[config.mk]
export PLATFORM = sky130hd
export DESIGN_NAME = ifetch_uc_axi
export DESIGN_NICKNAME = d
export VERILOG_FILES = /design/src/rtl/ifetch_uc_axi.sv
export SDC_FILE = /design/constraint.sdc
export NUM_CORES = 1
export LEC_CHECK = 0
export CELL_PAD_IN_SITES_DETAIL_PLACEMENT = 1
export CELL_PAD_IN_SITES_GLOBAL_PLACEMENT = 1
export CORE_ASPECT_RATIO = 1.4
export CORE_MARGIN = 2
export CORE_UTILIZATION = 29
export DETAILED_ROUTE_END_ITERATION = 8
export PLACE_DENSITY = 0.76
export SYNTH_ARGS = -nofsm -noshare
export SYNTH_HDL_FRONTEND = slang
export SYNTH_SLANG_ARGS = --single-unit
[constraint.sdc]
create_clock -name clk -period 2.7 [get_ports clk]
set_input_delay 0.54 -clock clk [delete_from_list [all_inputs] [get_ports clk]]
set_output_delay 0.54 -clock clk [all_outputs]
set_load 0.1 [all_outputs]
[src/rtl/ifetch_uc_axi.sv]
// Uncached single-beat AXI4 instruction fetch unit: one outstanding read,
// one 32-bit word per request, with flush handling that keeps the AR/R handshakes legal.
module ifetch_uc_axi #(
  parameter logic [3:0] AXI_ID = 4'd0
) (
  input  logic        clk,
  input  logic        rst_n,
  input  logic        req_i,
  input  logic [31:0] req_addr_i,
  input  logic        flush_i,
  output logic [31:0] inst_o,
  output logic        inst_valid_o,
  output logic        inst_err_o,
  output logic        stall_o,
  output logic [3:0]  arid,
  output logic [31:0] araddr,
  output logic [7:0]  arlen,
  output logic [2:0]  arsize,
  output logic [1:0]  arburst,
  output logic        arvalid,
  input  logic        arready,
  input  logic [3:0]  rid,
  input  logic [31:0] rdata,
  input  logic [1:0]  rresp,
  input  logic        rlast,
  input  logic        rvalid,
  output logic        rready
);

  typedef enum logic [2:0] {
    S_IDLE,
    S_ADDR,
    S_DATA,
    S_DRAIN,
    S_DONE
  } state_t;

  state_t      state;
  logic [31:0] addr_q;
  logic        err_q;
  logic        flush_pend_q;
  logic        beat_ok;

  // Single-beat bursts make every beat the last one, so rlast carries no information.
  logic unused_rlast;
  assign unused_rlast = rlast;

  assign arid    = AXI_ID;
  assign arlen   = 8'd0;
  assign arsize  = 3'b010;
  assign arburst = 2'b01;
  assign araddr  = addr_q;

  // Beats tagged with another ID are still taken (rready is high) but never acted on.
  assign beat_ok = rvalid && (rid == AXI_ID);

  assign inst_valid_o = (state == S_DONE) && !flush_i;
  assign inst_err_o   = inst_valid_o && err_q;
  assign stall_o      = ((state == S_IDLE) && req_i) || (state == S_ADDR) ||
                        (state == S_DATA) || (state == S_DRAIN);

  // NOTE: all state uses non-blocking assignments and the asynchronous reset, so a
  // reset mid-transaction drops everything immediately, independent of the clock.
  always_ff @(posedge clk or negedge rst_n) begin
    if (!rst_n) begin
      state        <= S_IDLE;
      addr_q       <= 32'd0;
      inst_o       <= 32'd0;
      err_q        <= 1'b0;
      flush_pend_q <= 1'b0;
      arvalid      <= 1'b0;
      rready       <= 1'b0;
    end else begin
      case (state)
        S_IDLE: begin
          if (req_i && !flush_i) begin
            addr_q  <= {req_addr_i[31:2], 2'b00};
            arvalid <= 1'b1;
            state   <= S_ADDR;
          end
        end
        S_ADDR: begin
          // The address must stay presented until accepted; a flush only redirects the result.
          if (flush_i) flush_pend_q <= 1'b1;
          if (arready) begin
            arvalid      <= 1'b0;
            rready       <= 1'b1;
            flush_pend_q <= 1'b0;
            state        <= (flush_pend_q || flush_i) ? S_DRAIN : S_DATA;
          end
        end
        S_DATA: begin
          if (beat_ok) begin
            rready <= 1'b0;
            if (flush_i) begin
              state <= S_IDLE;
            end else begin
              inst_o <= rdata;
              err_q  <= (rresp != 2'b00);
              state  <= S_DONE;
            end
          end else if (flush_i) begin
            state <= S_DRAIN;
          end
        end
        S_DRAIN: begin
          if (beat_ok) begin
            rready <= 1'b0;
            state  <= S_IDLE;
          end
        end
        S_DONE: begin
          state <= S_IDLE;
        end
        default: begin
          state   <= S_IDLE;
          arvalid <= 1'b0;
          rready  <= 1'b0;
        end
      endcase
    end
  end

endmodule

==> results of run 1 <==
## cells in the mapped netlist
master and instances:
dfrtp_1 69, mux2_2 62, buf_4 19, a21oi_1 6
clkbuf_1 4, nor2_1 4, buf_6 3, o21ai_0 3
buf_2 2, conb_1 2, inv_1 2, nand2b_1 2
nor3b_1 2, a2bb2oi_1 1, and2_1 1, mux2i_1 1
nand2_1 1, nand3_1 1, nand3b_1 1, nor2b_1 1
nor3_1 1, nor3_4 1, nor4_1 1, nor4b_1 1
nor4bb_1 1, o21bai_1 1, o31ai_1 1, or2_2 1
or4b_1 1, or4b_4 1
## registers in the layout, indices dropped and copies added (netlist names)
register,cells
araddr,30
flush_pend_q,1
rready,1
err_q,1
arvalid,1
inst_o,32
state,3
## path summary, 6_finish.rpt
path                                 start          to  slack (ps)  depth (start not counted)
worst max register to register    state[0]  inst_o[17]         710                          4
max in group asynchronous            rst_n  inst_o[23]        1820                          2
worst max-delay path               flush_i  inst_err_o         300                          5
worst min-delay path                 rst_n  inst_o[31]         140                          1
worst min register to register  inst_o[14]  inst_o[14]         500                          1
min in group clk                inst_o[14]  inst_o[14]         500                          1
## area by class of cell
class                   instances  area, um^2  share of cell area [%]
clock buffers                  13       270.3                   5.905
clock inverters                 3       42.54                  0.9295
inverters                       2       7.507                  0.1640
multi-input cells             115        1013                   22.14
flip-flops and latches         69        1727                   37.73
well taps                     132       165.2                   3.609
repair buffers                148        1351                   29.52
## through the flow
| step | instance area, um^2 | instances | hold slack [ps] | setup WS [ps] | util, % |
|---|---|---|---|---|---|
| after floorplan | 2949 | 214 | 244.4 | 11.74 | - |
| after global routing | 4577 | 482 | 143.3 | 266.7 | 47.85 |
| final | 4577 | 482 | 138.2 | 301.5 | 47.85 |
| after CTS | 4577 | 482 | 126.5 | 290.6 | 47.85 |
| after global placement | 4264 | 466 | 478.3 | 204.9 | 44.58 |
| after detailed placement | 4264 | 466 | 481.2 | 171.0 | 44.58 |
## critical path, delay by kind of cell
family | cells | cell delay, ps
buffers and inverters | 3 | 760
AND/OR/NAND/NOR | 2 | 540
## power groups by stage
stage | clock network [mW] | logic, mW | registers, mW
5_1_grt | 1.29 | 2.79 | 1.47
3_5_place_dp | 0 | 2.73 | 1.45
4_1_cts | 1.25 | 2.73 | 1.44
2_1_floorplan | 0 | 0.445 | 3.11
6_report | 1.21 | 2.71 | 1.43
3_3_place_gp | 0 | 2.70 | 1.43
## routing by layer
layer | wire (um) | up-vias | global-route usage [%]
met3 | 581 | 18 | 5.217
met5 | 0 | - | 0
met4 | 172 | 0 | 6.155
met1 | 2597 | 1042 | 14.95
li1 | - | 939 | -
met2 | 4033 | 88 | 25.00
## logic make-up after synthesis
kind of cell | after synthesis | share of synthesized area (%)
other cells | 2 | 0.2619
simple gates | 21 | 5.148
mux | 63 | 24.69
buf+inv | 30 | 7.286
flops | 69 | 60.21
compound gates | 12 | 2.400
==> impl_metrics.toml, run 1 <==
[outcome]
outcome = "complete, no violations"

[setup_path]
cp_max_fo = 5
start_kind = "input port"
crit_chain = "clkdlybuf4s50_1 -> buf_4 -> nor4b_4 -> and2_4 -> buf_12"
cp.arrival_ps = 1860
crit_required_ps = 2160
worstSetupPathType = "input port to output pin"
cp_slowest_cell = "clkdlybuf4s50_1"
crit_path_end_kind = "output pin"
worst_path_largest_cell_delay_ps = 430

[grt]
grt_pass1_wl_mm = 11.48
grt_pass1_vias = 2283
grt_start_max_net_pins = 31
grtUsageTotal_pct = 14.20
overflow = 0
antenna_found_initial = 0

[yosys]
synth.top_cell.area_share_pct = 60.21
ys_seq_area_share_pct = 60.21
ys_types = 30
yosys_warnings = 0
synth_top_cell_by_area = "dfrtp_1"
synthCells = 197
netlist_top_cells_area = "dfrtp_1 (60%), mux2_2 (24%), buf_4 (5.0%)"
ys_ff_latch = 69
syn_area_per_cell_um2 = 14.56
netlist_area_um2 = 2868

[drt]
avgRoutedWirePerCell_um = 15.32
drtIter0Drc = 22
drc = 0
routed_wl_mm = 7.385
firstDrtPassIters = 4
antenna_left = 0
via_count = 2087
via_per_inst = 4.330

[sta]
clock_skew_ps = 6.502
rsz0062_at_grt = "false"
fmax_ghz = 0.4169
setup_viol = 0
setup_tns_ps = 0
slew_violations = 0
hold_violations = 0
layout_min_cycle_time_ps = 2398
period_share_pct = 88.83

[layout]
area_growth_pct = 59.60
fin_nets = 422
final_cell_mix = "clkdlybuf4s50_1 (72), buf_4 (70), dfrtp_1 (69)"
fill_cells = 1018
drive_above_1_share_pct = 45.14
antenna_cells = 0
final_common_cell = "clkdlybuf4s50_1"

[die]
die_area_um2 = 10710
row_count = 42
coreArea_um2 = 9564
ios = 163
die_width_um = 88.05
initial_core_util_pct = 29.98
die_h_um = 121.7

[placement]
port_buffers = 140
gp_congestion = 0.7170
hpwl_mm = 5.661

[pwr]
power.switching_mw = 2.674
cellInternalPower_mw = 2.675
vdd_ir_drop_max_mv = 1.020
p_seq_share_pct = 26.8
power.density_nw_per_um2 = 1169
pwr-share-clk_pct = 22.6
finalPower_mw = 5.348
pwr-share-comb_pct = 50.7
leakagePower_nw = 2.262
swShare_pct = 49.99

[min_path]
hold_class = "input port to async pin"

[clock_tree]
postCtsHoldBufs = 0
numCtsBuffers = 9
clk_path_buf_depth = 2
cts_tree = "yes"
insertion_delay_ps = 320
cts_sinks = 69
cts_root_buffer = "clkbuf_16"
clk_pin_slew_ps = 60
post_cts_buffers = 0
cts_resized = 0
cts-htree-levels = 3

[run]
maxCapViolations = 0
Note: power is estimated with default switching activity, not from simulation.
==> inputs of run 2 (changes only) <==
--- a/config.mk
+++ b/config.mk
@@ -10,6 +10,7 @@
 export CORE_ASPECT_RATIO = 1.4
 export CORE_MARGIN = 2
 export CORE_UTILIZATION = 29
+export CTS_CLUSTER_SIZE = 24
 export DETAILED_ROUTE_END_ITERATION = 8
 export PLACE_DENSITY = 0.76
 export SYNTH_ARGS = -nofsm -noshare
==> results of run 2 <==
The final DEF is identical to that of run 1; final timing and power are the same.
==> inputs of run 3 (changes only) <==
==> constraint.sdc (replaced) <==
create_clock -name clk -period 2.4 [get_ports clk]
set_input_delay 0.48 -clock clk [delete_from_list [all_inputs] [get_ports clk]]
set_output_delay 0.48 -clock clk [all_outputs]
set_load 0.1 [all_outputs]
==> impl_metrics.toml, run 3 (synthesis results as in run 1) <==
[grt]
grt_pass1_wl_mm = 10.99
grtUsageTotal_pct = 13.53
overflow = 0
grt_pass1_vias = 2275
antenna_found_initial = 0
grt_start_max_net_pins = 70

[die]
die_area_um2 = 10710
initial_core_util_pct = 29.98
row_count = 42
die_h_um = 121.7
coreArea_um2 = 9564
ios = 163
die_width_um = 88.05

[clock_tree]
clk_pin_slew_ps = 60
cts_root_buffer = "clkbuf_16"
cts_resized = 0
post_cts_buffers = 0
postCtsHoldBufs = 0
cts_tree = "yes"
insertion_delay_ps = 320
numCtsBuffers = 9
cts_sinks = 69
cts-htree-levels = 3
clk_path_buf_depth = 2

[drt]
drtIter0Drc = 47
via_count = 2086
firstDrtPassIters = 4
drc = 0
avgRoutedWirePerCell_um = 14.94
routed_wl_mm = 7.214
antenna_left = 0
via_per_inst = 4.319

[layout]
antenna_cells = 0
final_common_cell = "clkdlybuf4s50_1"
largest_reg_flops = 32
final_util_pct = 48.21
drive_above_1_share_pct = 45.30
regMostFlops = "inst_o"
final_cell_mix = "clkdlybuf4s50_1 (72), buf_4 (70), dfrtp_1 (69)"
fin_nets = 423
area_growth_pct = 60.78

[setup_path]
ff2ff_path_depth = 4
start_kind = "input port"
r2r_end = "inst_o[21]"
startpoint = "flush_i"
worst_path_largest_cell_delay_ps = 450
cp.arrival_ps = 1770
crit_path_end_kind = "output pin"
worstSetupPathType = "input port to output pin"
cp_top_family = "buffers and inverters"
crit_chain = "clkdlybuf4s50_1 -> buf_4 -> nor4b_4 -> and2_4 -> buf_12"
path_buf_inv = 3
cp_max_fo = 5
r2r-start = "state[0]"
cp_slowest_cell = "clkdlybuf4s50_1"
crit_required_ps = 1920
rrSetupSlack_ps = 570

[sta]
clock_skew_ps = 3.318
slew_violations = 0
setup_tns_ps = 0
postLayoutSetupSlackWorst_ps = 152.6
rsz0062_at_grt = "false"
layout_min_cycle_time_ps = 2247
period_share_pct = 93.64
setup_viol = 0
fmax_ghz = 0.4450
hold_violations = 0

[placement]
post-place-ws_ps = -118.3
hpwl_mm = 5.526
gp_congestion = 0.7043
port_buffers = 140

[pwr]
leakagePower_nw = 2.284
power.density_nw_per_um2 = 1322
vdd_ir_drop_max_mv = 0.8268

[run]
maxCapViolations = 0

[outcome]
outcome = "complete, no violations"

[min_path]
hold_class = "input port to async pin"
-- run 3: worst max-delay path by stage --
stage                 endpoint  slack [ps]  cells after the start
finish              inst_err_o         150                      5
global route        inst_err_o         110                      5
detailed placement  inst_o[21]        -120                      5
global placement    inst_o[18]         -80                      5
CTS                 inst_err_o         150                      5
floorplan           inst_err_o        -210                      3
-- run 3: layout make-up --
class                      count  area [um^2]
tap                          132        165.2
sequential                    69         1727
multi-input combinational    115         1013
inverter                       2        7.507
clock inverter                 4        70.07
fill                        1031         4954
clock buffer                  12        256.5
timing repair buffer         149         1371
-- run 3: report_power, final --
group	switching (mW)	internal [mW]
Combinational	2.39	0.685
Clock	0.464	0.963
Sequential	0.146	1.45
Total	3.00	3.09
-- run 3: layer usage --
metal / routed length, um / share of wire, % / vias to the layer above / global-route usage, %
met5: 0 / 0 / - / 0
li1: - / - / 949 / -
met1: 2522 / 35 / 1039 / 13.62
met2: 4097 / 57 / 92 / 25.38
met3: 527 / 7.3 / 6 / 4.201
met4: 66 / 0.91 / 0 / 5.208
-- run 3: through the flow --
step                      power [mW]  area (um^2)  instances  hold WS, ps
after detailed placement       4.721         4284        467        497.0
after floorplan                4.020         2965        214        184.4
after CTS                      6.174         4611        483        191.5
after global routing           6.310         4611        483        197.7
after global placement         4.661         4284        467        488.8
final                          6.097         4611        483        174.5
